`src/rtl/branch_pkg.sv`:
```
// Shared types and constants for the branch resolve unit and its history table.
package branch_pkg;

    typedef enum logic [2:0] {
        BR_EQ  = 3'b000,
        BR_NE  = 3'b001,
        BR_LT  = 3'b100,
        BR_GE  = 3'b101,
        BR_LTU = 3'b110,
        BR_GEU = 3'b111
    } brfunc_t;

    typedef logic [1:0] bht_ctr_t;

    localparam bht_ctr_t    BHT_INIT = 2'b01;
    localparam int unsigned PC_STEP  = 4;

    // Saturating 2-bit counter step: taken counts up, not-taken counts down.
    function automatic bht_ctr_t ctr_next(input bht_ctr_t c, input logic taken);
        bht_ctr_t r;
        r = c;
        if (taken) begin
            if (c != 2'b11) r = c + 2'b01;
        end else begin
            if (c != 2'b00) r = c - 2'b01;
        end
        return r;
    endfunction

endpackage

```
`src/rtl/bht_2bit.sv`:
```
// Branch history table of 2-bit saturating counters: combinational read,
// synchronous update, synchronous reset of every entry to weakly not-taken.
module bht_2bit
    import branch_pkg::*;
#(
    parameter int unsigned BHT_BITS = 6
) (
    input  logic                clock,
    input  logic                nReset,
    input  logic [BHT_BITS-1:0] rd_idx,
    output bht_ctr_t            rd_ctr,
    input  logic                wr_en,
    input  logic [BHT_BITS-1:0] wr_idx,
    input  logic                wr_taken
);

    localparam int unsigned ENTRIES = 32'(1) << BHT_BITS;

    bht_ctr_t tbl [ENTRIES];

    always_ff @(posedge clock) begin
        if (!nReset) begin
            for (int i = 0; i < int'(ENTRIES); i++) begin
                tbl[i] <= BHT_INIT;
            end
        end else if (wr_en) begin
            tbl[wr_idx] <= ctr_next(tbl[wr_idx], wr_taken);
        end
    end

    // Read sees the pre-update value when the same entry is written this cycle.
    assign rd_ctr = tbl[rd_idx];

endmodule

```
`src/rtl/branch_resolve_unit.sv`:
```
// EX-stage conditional branch resolution with BHT prediction and mispredict redirect.
// Optional BRANCH_STATS_EN adds saturating branch/mispredict counters.
module branch_resolve_unit
    import branch_pkg::*;
#(
    parameter int unsigned n        = 32,
    parameter int unsigned PC_W     = 32,
    parameter int unsigned BHT_BITS = 6
) (
    input  logic            clock,
    input  logic            nReset,
    input  logic [PC_W-1:0] f_pc,
    output logic            f_pred_taken,
    input  logic            ex_valid,
    input  logic [2:0]      ex_brfunc,
    input  logic [n-1:0]    ex_A,
    input  logic [n-1:0]    ex_B,
    input  logic [PC_W-1:0] ex_pc,
    input  logic [PC_W-1:0] ex_target,
    input  logic            ex_pred_taken,
    output logic            res_valid,
    output logic            brnch,
    output logic            mispredict,
    output logic [PC_W-1:0] redirect_pc,
    output logic            illegal
`ifdef BRANCH_STATS_EN
    ,
    output logic [31:0]     stat_branches,
    output logic [31:0]     stat_mispredicts
`endif
);

    function automatic logic br_cond(input logic [2:0] f,
                                     input logic [n-1:0] a,
                                     input logic [n-1:0] b);
        logic r;
        r = 1'b0;
        case (f)
            BR_EQ:   r = (a == b);
            BR_NE:   r = (a != b);
            BR_LT:   r = ($signed(a) <  $signed(b));
            BR_GE:   r = ($signed(a) >= $signed(b));
            BR_LTU:  r = (a <  b);
            BR_GEU:  r = (a >= b);
            default: r = 1'b0;
        endcase
        return r;
    endfunction

    logic            accept_c;
    logic            illegal_c;
    logic            taken_c;
    logic            mispredict_c;
    logic [PC_W-1:0] redirect_c;
    bht_ctr_t        f_ctr;
    logic            unused_fpc_bits;

    // The registered mispredict doubles as the one-cycle wrong-path squash flag.
    always_comb begin
        accept_c     = ex_valid && !mispredict;
        illegal_c    = (ex_brfunc[2:1] == 2'b01);
        taken_c      = !illegal_c && br_cond(ex_brfunc, ex_A, ex_B);
        mispredict_c = accept_c && (taken_c != ex_pred_taken);
        redirect_c   = taken_c ? ex_target : ex_pc + PC_W'(PC_STEP);
    end

    always_ff @(posedge clock) begin
        if (!nReset) begin
            res_valid   <= 1'b0;
            brnch       <= 1'b0;
            mispredict  <= 1'b0;
            illegal     <= 1'b0;
            redirect_pc <= '0;
        end else begin
            res_valid  <= accept_c;
            brnch      <= accept_c && taken_c;
            mispredict <= mispredict_c;
            illegal    <= accept_c && illegal_c;
            if (accept_c) begin
                redirect_pc <= redirect_c;
            end
        end
    end

    bht_2bit #(
        .BHT_BITS (BHT_BITS)
    ) u_bht (
        .clock    (clock),
        .nReset   (nReset),
        .rd_idx   (f_pc[BHT_BITS+1:2]),
        .rd_ctr   (f_ctr),
        .wr_en    (accept_c && !illegal_c),
        .wr_idx   (ex_pc[BHT_BITS+1:2]),
        .wr_taken (taken_c)
    );

    assign f_pred_taken    = f_ctr[1];
    assign unused_fpc_bits = ^{f_pc[PC_W-1:BHT_BITS+2], f_pc[1:0]};

`ifdef BRANCH_STATS_EN
    // Counters watch the registered outputs and stick at all-ones.
    always_ff @(posedge clock) begin
        if (!nReset) begin
            stat_branches    <= '0;
            stat_mispredicts <= '0;
        end else begin
            if (res_valid && (stat_branches != 32'hFFFF_FFFF)) begin
                stat_branches <= stat_branches + 32'd1;
            end
            if (mispredict && (stat_mispredicts != 32'hFFFF_FFFF)) begin
                stat_mispredicts <= stat_mispredicts + 32'd1;
            end
        end
    end
`endif

endmodule
```
`config.mk`:
```
export PLATFORM = sky130hd
export DESIGN_NAME = branch_resolve_unit
export DESIGN_NICKNAME = d
export VERILOG_FILES = /design/src/rtl/branch_pkg.sv /design/src/rtl/bht_2bit.sv /design/src/rtl/branch_resolve_unit.sv
export SDC_FILE = /design/constraint.sdc
export NUM_CORES = 1
export LEC_CHECK = 0
export ABC_AREA = 1
export CELL_PAD_IN_SITES_DETAIL_PLACEMENT = 0
export CELL_PAD_IN_SITES_GLOBAL_PLACEMENT = 1
export CORE_UTILIZATION = 41
export CTS_CLUSTER_DIAMETER = 80
export CTS_CLUSTER_SIZE = 12
export DETAILED_ROUTE_END_ITERATION = 6
export PLACE_DENSITY = 0.94
export SLEW_MARGIN = 5
export SYNTH_ARGS = -nofsm -noshare
export SYNTH_HDL_FRONTEND = slang
export SYNTH_SLANG_ARGS = --single-unit
```
`constraint.sdc`:
```
create_clock -name clock -period 4.7 [get_ports clock]
set_input_delay 0.94 -clock clock [delete_from_list [all_inputs] [get_ports clock]]
set_output_delay 0.94 -clock clock [all_outputs]
set_load 0.005 [all_outputs]
```
After elaboration in Yosys (flattened, before gate mapping). Memory sizes are Yosys's and may differ from the RTL's. Index checks and enable logic that the tools add are counted. W data, S select, Z words.

ROM bits: 0. Bits in registers: 36. Word-level logic and storage cells: 48. Input bits: 167. Output and inout bits: 37. Memory bits (writable): 128. Bits in latches: 0. Memories kept: 1.

Memories: u_bht.tbl (words 64, bits a word 2, rd ports 2, clocked after Yosys merged registers in 0, write ports 64, RTL line bht_2bit.sv:19) `bht_ctr_t tbl [ENTRIES];`.

Divide/modulo/power cells: 0. Multipliers: 0. $lt $le $gt $ge: 4. Muxes and demuxes: 14. Reduce and logical (&&, ||, !) cells: 11. Shifts and indexed selects: 0. Bitwise gates (word level): 0. Add/sub/neg operators: 3. Eq/ne operators: 10.

Operators by type and width (number): $ge A32 B32 Y1 (2); $lt A32 B32 Y1 (2); $add A32 B3 Y32 const B (1); $eq A32 B32 Y1 (1); $mux W32 (1); $ne A32 B32 Y1 (1); $eq A3 B3 Y1 const B (4); $mux W2 (6); $logic_and A1 B1 Y1 (6); $mux W6 (1); $pmux W1 S6 (1); $mux W1 (5); $eq A3 B1 Y1 const B (1); $logic_not A3 Y1 (1); $add A2 B1 Y2 const B (1); $eq A2 B1 Y1 const B (1); $logic_not A1 Y1 (2); $ne A2 B2 Y1 const B (1); $reduce_bool A2 Y1 (1); $reduce_or A2 Y1 (1); $sub A2 B1 Y2 const B (1); $ne A1 B1 Y1 (1).

Depth between registers and ports, before layout. Gate-level depths: netlist (run 1).

Depth in word-level cells: 8. Gate-level depth with buffers: 20. Depth with buffers taken out: 19.

Cells and area by module. From an unflattened synthesis (run 1), not the netlist that was laid out.

Cell total of the unflattened synthesis: 1709. Area total of the unflattened synthesis: 11706.2 sq um.

By module, submodules not included: bht_2bit (cells each 1155, instances 1, area each 8270.4 sq um); branch_resolve_unit (cells each 554, instances 1, area each 3435.8 sq um).

Worst setup path after synthesis (run 1). No wires, ideal clock.

Path type: in2reg. Start: input ex_B[31]. End: memory u_bht.tbl[40][1] (netlist name) (data pin). Library setup time: 0.251 ns. Stages on the path: 16. Buffers on the path: 1. Data arrival time: 2.924 ns. Slack: 1.525 ns. Required time: 4.449 ns. Cells stage by stage: inv_1 > ha_1 > a21oi_1 > o21a_1 > nand2_1 > a21oi_1 > nand2_1 > nand2_1 > nand3_1 > nand2_1 > nand3_1 > inv_1 > nand2_1 > o21ai_4 > buf_6 > nor2_1.

RTL lines: start: declaration (RTL line branch_resolve_unit.sv:17) `input logic [n-1:0] ex_B,`; end: declaration (RTL line bht_2bit.sv:19).

Final worst setup path (run 1).
Start: input f_pc[2]. End: output f_pred_taken.

Longest elaborated chain between the ends: 1.

Ends and longest elaborated chain: start: declaration (RTL line branch_resolve_unit.sv:12) `input logic [PC_W-1:0] f_pc,`; $mem_v2 Z64 W2; end: declaration (RTL line branch_resolve_unit.sv:13) `output logic f_pred_taken,`.

Every way passes these cells.

==> metrics, run 1 <==
Final Hold Slack between 400 and 500 ps; IO Pins 204; Syn Inst Count 1403; Synth Register Bits roughly 160; gpl congestion 0.8862; Worst-Skew Late Latency roughly 430 ps; Seq/Total Area, Yosys 0.4320; Netlist cell types between 40 and 50; CTS Sinks 164; vias per inst 5.319; crit path cell chain clkdlybuf4s50_1 > buf_4 > nand2_1 > a21oi_1 > a211oi_1 > o32ai_1 > o211ai_1 > nand2_1 > clkdlybuf4s50_1; drt pass-1 iters 5; overall routing resource usage 0.2513; CTS Buf Count 17; Setup TNS Final 0 ps; dominant synthesized flop cell edfxtp_1; Final setup viols 0; post-route ant nets 0; CTS tree yes; Seq. cell area 4564 um2; top cells by count, synth 283 x nand2_1, 243 x inv_1, 204 x nor2_1; Util after Layout 0.5228; top-area cell type share of the netlist area 0.3638; Synth async-reset ratio 0; Reg clk slew, reported paths 60 ps; EDFF count, synth 128; Power Density 286.1 nW/um2; Fin. Hold Viols 0; worst path buffer plus inverter count 3; largest cells by area after synthesis edfxtp_1 36%, nand2_1 10%, inv_1 8.6%; met1 track demand over resource 0.3119; VDD IR max about 0.24 mV; Critical-path top delay cell clkdlybuf4s50_1; worst hold-check path type reg2reg; via count 10111; first-pass GRT wire length 50990 um; core area roughly 25000 um2; antenna violations before repair 0; status completed; DRC errors left 0; Slew Limit Fails 0; Rel. slew slack 0.3419; Largest stage delay, worst path about 660 ps; Post-DP HPWL ~23000 um; Filler cells 2394; die area ~26000 um2; P&R area growth vs syn 24.96%; Top Family by Delay on Critical Path buffers and inverters; Worst-Margin Slew 986.0 ps; syn_area_per_cell 7.531 um2; Initial Util 0.4184; Worst EP required 3760 ps; met3 Use GR 0.05882; CTS max path bufs 2; met2 Use GR 0.4196; post-layout min period roughly 4200 ps; final global-route overflow total 0; wire length per cell 17.25 um; Syn. warnings 0; skew final 9.476 ps; post-CTS setup buffers 0; global route hottest layer met2; critical path endpoint category primary output; dominant cell type by area after synthesis edfxtp_1; DIE HEIGHT 162.5 um; largest net degree at the start of global routing 65; Leak 5.246 nW; IO Port Bufs between 150 and 200; max_cap viols 0; CP Data Arrival Time ~3300 ps; startpoint types input pin; post-cts sizing count 0; RSZ-0062 raised after global routing false; H-tree depth 4; Ant. Diodes 0; Synth Cell Area 10570 um2; Syn Nets 1603; Post-CTS Hold Buffers 0; vias in the first global route 9845; layout cells sized above 1 0.05856; Multi-input gate area ~4700 um2; Die Wd 162.5 um; num rows 58; final period utilization 0.8933; Worst Setup Path Type in2out; clock root cell clkbuf_16; crit-path max FO 20; most frequent cell after synthesis nand2_1; Fmax between 200 and 250 MHz; fin nets 1760; DR iter-0 viols 957; final WL 32800 um
[report_power, final]
| part | internal [mW] | total (mW) | switching, mW | leakage, nW |
|---|---|---|---|---|
| Clock | 0.777 | 1.37 | 0.593 | 0.266 |
| Combinational | 0.322 | 0.773 | 0.451 | 3.57 |
| Sequential | 1.61 | 1.63 | 0.0257 | 1.41 |
| Total | 2.71 | 3.78 | 1.07 | 5.25 |
[state kept, by name (all words and copies together) (netlist names)]
| register | cells |
|---|---|
| brnch | 1 |
| redirect_pc | 32 |
| illegal | 1 |
| u_bht.tbl | 128 |
| res_valid | 1 |
| mispredict | 1 |
[worst paths after layout]
check                        start          endpoint  slack (ps)  depth (start not counted)
setup / recovery           f_pc[2]      f_pred_taken         500                          9
hold / removal     redirect_pc[10]   redirect_pc[10]         460                          2
setup reg to reg  u_bht.tbl[48][0]  u_bht.tbl[38][1]        2030                         11
hold reg to reg    redirect_pc[10]   redirect_pc[10]         460                          2
[through the flow]
step	area, um2	instances	total power [mW]	setup slack, ps
2_1_floorplan	10570	1403	2.101	1525
3_3_place_gp	12640	1871	2.425	318.9
3_5_place_dp	12640	1871	2.435	328.6
4_1_cts	13200	1901	3.792	502.7
5_1_grt	13200	1901	3.920	358.2
6_report	13200	1901	3.777	501.4
[metal layers]
metal	wire, um	part of all wire
met1	13130	0.40
met4	987	0.030
met5	0	0
met3	3335	0.10
met2	15340	0.47
[cells by family (layout without fill, tap and decap cells)]
group,Yosys count,after routing,synth area share
simple gates,682,682,0.2761
buf+inv,318,486,0.1242
compound gates,178,178,0.1054
flops,164,164,0.4320
fa+ha+maj,33,33,0.03908
xor+xnor,28,28,0.02321
[worst min-delay path: stages, from the launching register on]
cell and delay, ps:
dfxtp_1 310, nand2_1 60, a21oi_1 50
[cell type report]
class,instances,area share
Clock buffer,18,0.03250
Multi-Input combinational cell,921,0.3555
Sequential cell,164,0.3457
Timing Repair Buffer,202,0.1528
Clock inverter,12,0.01004
Inverter,254,0.07221
Tap cell,330,0.03127
[layout by cell type (no fill, tap or decap), drive strengths merged, types with 2 or more instances in the layout]
master / count
a221oi: 10
nor3: 15
nand3: 158
o22ai: 5
inv: 255
o31ai: 3
ha: 33
clkinv: 6
clkbuf: 18
a211oi: 5
a22o: 3
a21oi: 68
nor4: 2
o2111ai: 5
a22oi: 16
o21a: 2
o21ai: 51
xnor2: 11
dfxtp: 36
xor2: 17
buf: 26
o221ai: 5
edfxtp: 128
clkinvlp: 3
bufinv: 2
o211ai: 2
o32ai: 2
nand2: 285
nand4: 16
clkdlybuf4s50: 176
nor2: 205
No activity file was read; power rests on OpenSTA's default activity.
==> run 2, diff against run 1 <==
==> constraint.sdc (replaced) <==
create_clock -name clock -period 4.7 [get_ports clock]
set_input_delay 0.705 -clock clock [delete_from_list [all_inputs] [get_ports clock]]
set_output_delay 0.705 -clock clock [all_outputs]
set_load 0.005 [all_outputs]
==> metrics, run 2 (synthesis results as in run 1) <==
Rel. slew slack 0.3924 (was 0.3419); VDD IR max 0.2192 mV (was 0.2429 mV); Post-DP HPWL 22190 um (was 22690 um); largest net degree at the start of global routing 65 (unchanged); skew final 10.12 ps (was 9.476 ps); startpoint types input pin (unchanged); fin nets 1751 (was 1760); crit-path max FO 16 (was 20); IO Pins 204 (unchanged); setup ws final 629.0 ps (was 501.4 ps); max reg flops 128 (unchanged); Top Family by Delay on Critical Path buffers and inverters (unchanged); CTS tree yes (unchanged); final global-route overflow total 0 (unchanged); Power Density 296.0 nW/um2 (was 286.1 nW/um2); final WL 32550 um (was 32800 um); CTS Sinks 164 (unchanged); Final setup viols 0 (unchanged); Critical-path top delay cell clkdlybuf4s50_1 (unchanged); Die Wd 162.5 um (unchanged); status completed (unchanged); Placement Setup Slack 422.4 ps (was 328.6 ps); CTS max path bufs 2 (unchanged); Initial Util 0.4184 (unchanged); worst hold-check path type reg2reg (unchanged); worst path buffer plus inverter count 3 (unchanged); wire length per cell 17.19 um (was 17.25 um); Worst-Skew Late Latency 440 ps (was 430 ps); DIE HEIGHT 162.5 um (unchanged); vias in the first global route 9526 (was 9845); P&R area growth vs syn 24.65% (was 24.96%); final period utilization 0.8662 (was 0.8933); core area 25250 um2 (unchanged); commonest non-fill, non-tap cell in the layout nand2_1 (unchanged); layout cells sized above 1 0.05435 (was 0.05856); die area 26420 um2 (unchanged); post-CTS setup buffers 0 (unchanged); Most common cell on crit path clkdlybuf4s50_1; Ant. Diodes 0 (unchanged); overall routing resource usage 0.2486 (was 0.2513); Regs by FF count u_bht.tbl (128), redirect_pc (32) (unchanged); most frequent cells in the layout 283 x nand2_1, 243 x inv_1, 202 x nor2_1, 176 x clkdlybuf4s50_1, 142 x nand3_1 (unchanged); vias per inst 5.307 (was 5.319); post-cts sizing count 0 (unchanged); Setup TNS Final 0 ps (unchanged); via count 10052 (was 10111); H-tree depth 4 (unchanged); Slew Limit Fails 0 (unchanged); Reg clk slew, reported paths 60 ps (about the same); antenna violations before repair 0 (unchanged); RSZ-0062 raised after global routing false (unchanged); DR iter-0 viols 1118 (was 957); max_cap viols 0 (unchanged); Leak 5.227 nW (was 5.246 nW); post-layout min period 4071 ps (was 4199 ps); Largest stage delay, worst path 920 ps (was 660 ps); DRC errors left 0 (unchanged); Fmax 245.6 MHz (was 238.2 MHz); first-pass GRT wire length 50060 um (was 50990 um); CTS Buf Count 17 (unchanged); crit path cell chain clkdlybuf4s50_1 > inv_1 > a21oi_1 > a211oi_1 > o32ai_1 > o211ai_1 > nand2_1 > clkdlybuf4s50_1 (was clkdlybuf4s50_1 > buf_4 > nand2_1 > a21oi_1 > a211oi_1 > o32ai_1 > o211ai_1 > nand2_1 > clkdlybuf4s50_1); clock root cell clkbuf_16 (unchanged); num rows 58 (unchanged); Biggest register u_bht.tbl (unchanged); critical path endpoint category primary output (unchanged); Worst-Margin Slew 910.4 ps (was 986.0 ps); Worst Setup Path Type in2out (unchanged); Worst EP required 3990 ps (was 3760 ps); gpl congestion 0.8949 (was 0.8862); post-route ant nets 0 (unchanged); drt pass-1 iters 7 (was 5); Post-CTS Hold Buffers 0 (unchanged); Fin. Hold Viols 0 (unchanged); CP Data Arrival Time 3370 ps (was 3260 ps); IO Port Bufs 177 (unchanged)
[run 2: cell types whose count changed in the layout (fill, tap and decap cells not counted), sizes merged]
cell,previous run,this run
bufinv,2,3
clkinvlp,3,1
clkbuf,18,17
buf,26,17
inv,255,259
[run 2: through the flow]
stage	util	area, um2	power [mW]	hold slack [ps]	std cells
finish	0.5216	13170	3.898	465.7	1894
global route	0.5216	13170	4.042	478.6	1894
CTS	0.5216	13170	3.908	468.2	1894
detailed placement	0.4969	12550	2.420	456.8	1862
global placement	0.4969	12550	2.410	451.7	1862
floorplan	-	10570	2.101	461.8	1403
[run 2: per-layer routing]
layer,routed length (um),GRT usage,share of wire,vias to the layer above
met2,15360,0.4171,0.47,517
met1,12600,0.3021,0.39,4603
met5,0,0,0,-
met4,1048,0.1003,0.032,0
met3,3539,0.06646,0.11,67
li1,-,-,-,4865
[run 2: worst paths after layout]
| check | startpoint | to | slack, ps | depth (start not counted) |
|---|---|---|---|---|
| worst max register to register | u_bht.tbl[54][0] | u_bht.tbl[37][1] | 1980 | 11 |
| worst max-delay path | f_pc[3] | f_pred_taken | 630 | 8 |
| worst min-delay path | redirect_pc[8] | redirect_pc[8] | 470 | 2 |
| worst min register to register | redirect_pc[8] | redirect_pc[8] | 470 | 2 |
[run 2: layout make-up]
cell class,count,area [um2]
Tap cell,330,412.9
Clock inverter,15,196.4
Clock buffer,17,425.4
Fill cell,2357,12080
Timing Repair Buffer,193,1924
Sequential cell,164,4564
Multi-Input combinational cell,921,4695
Inverter,254,953.4
[run 2: tightest hold or removal path: cells and delay by family (launching register included)]
| kind | cells | cell delay, ps |
|---|---|---|
| flops | 1 | 310 |
| simple gates | 1 | 60 |
| compound gates | 1 | 50 |
[run 2: report_power, final]
group | switching (mW) | internal [mW]
Clock | 0.651 | 0.853
Combinational | 0.449 | 0.313
Sequential | 0.0259 | 1.61
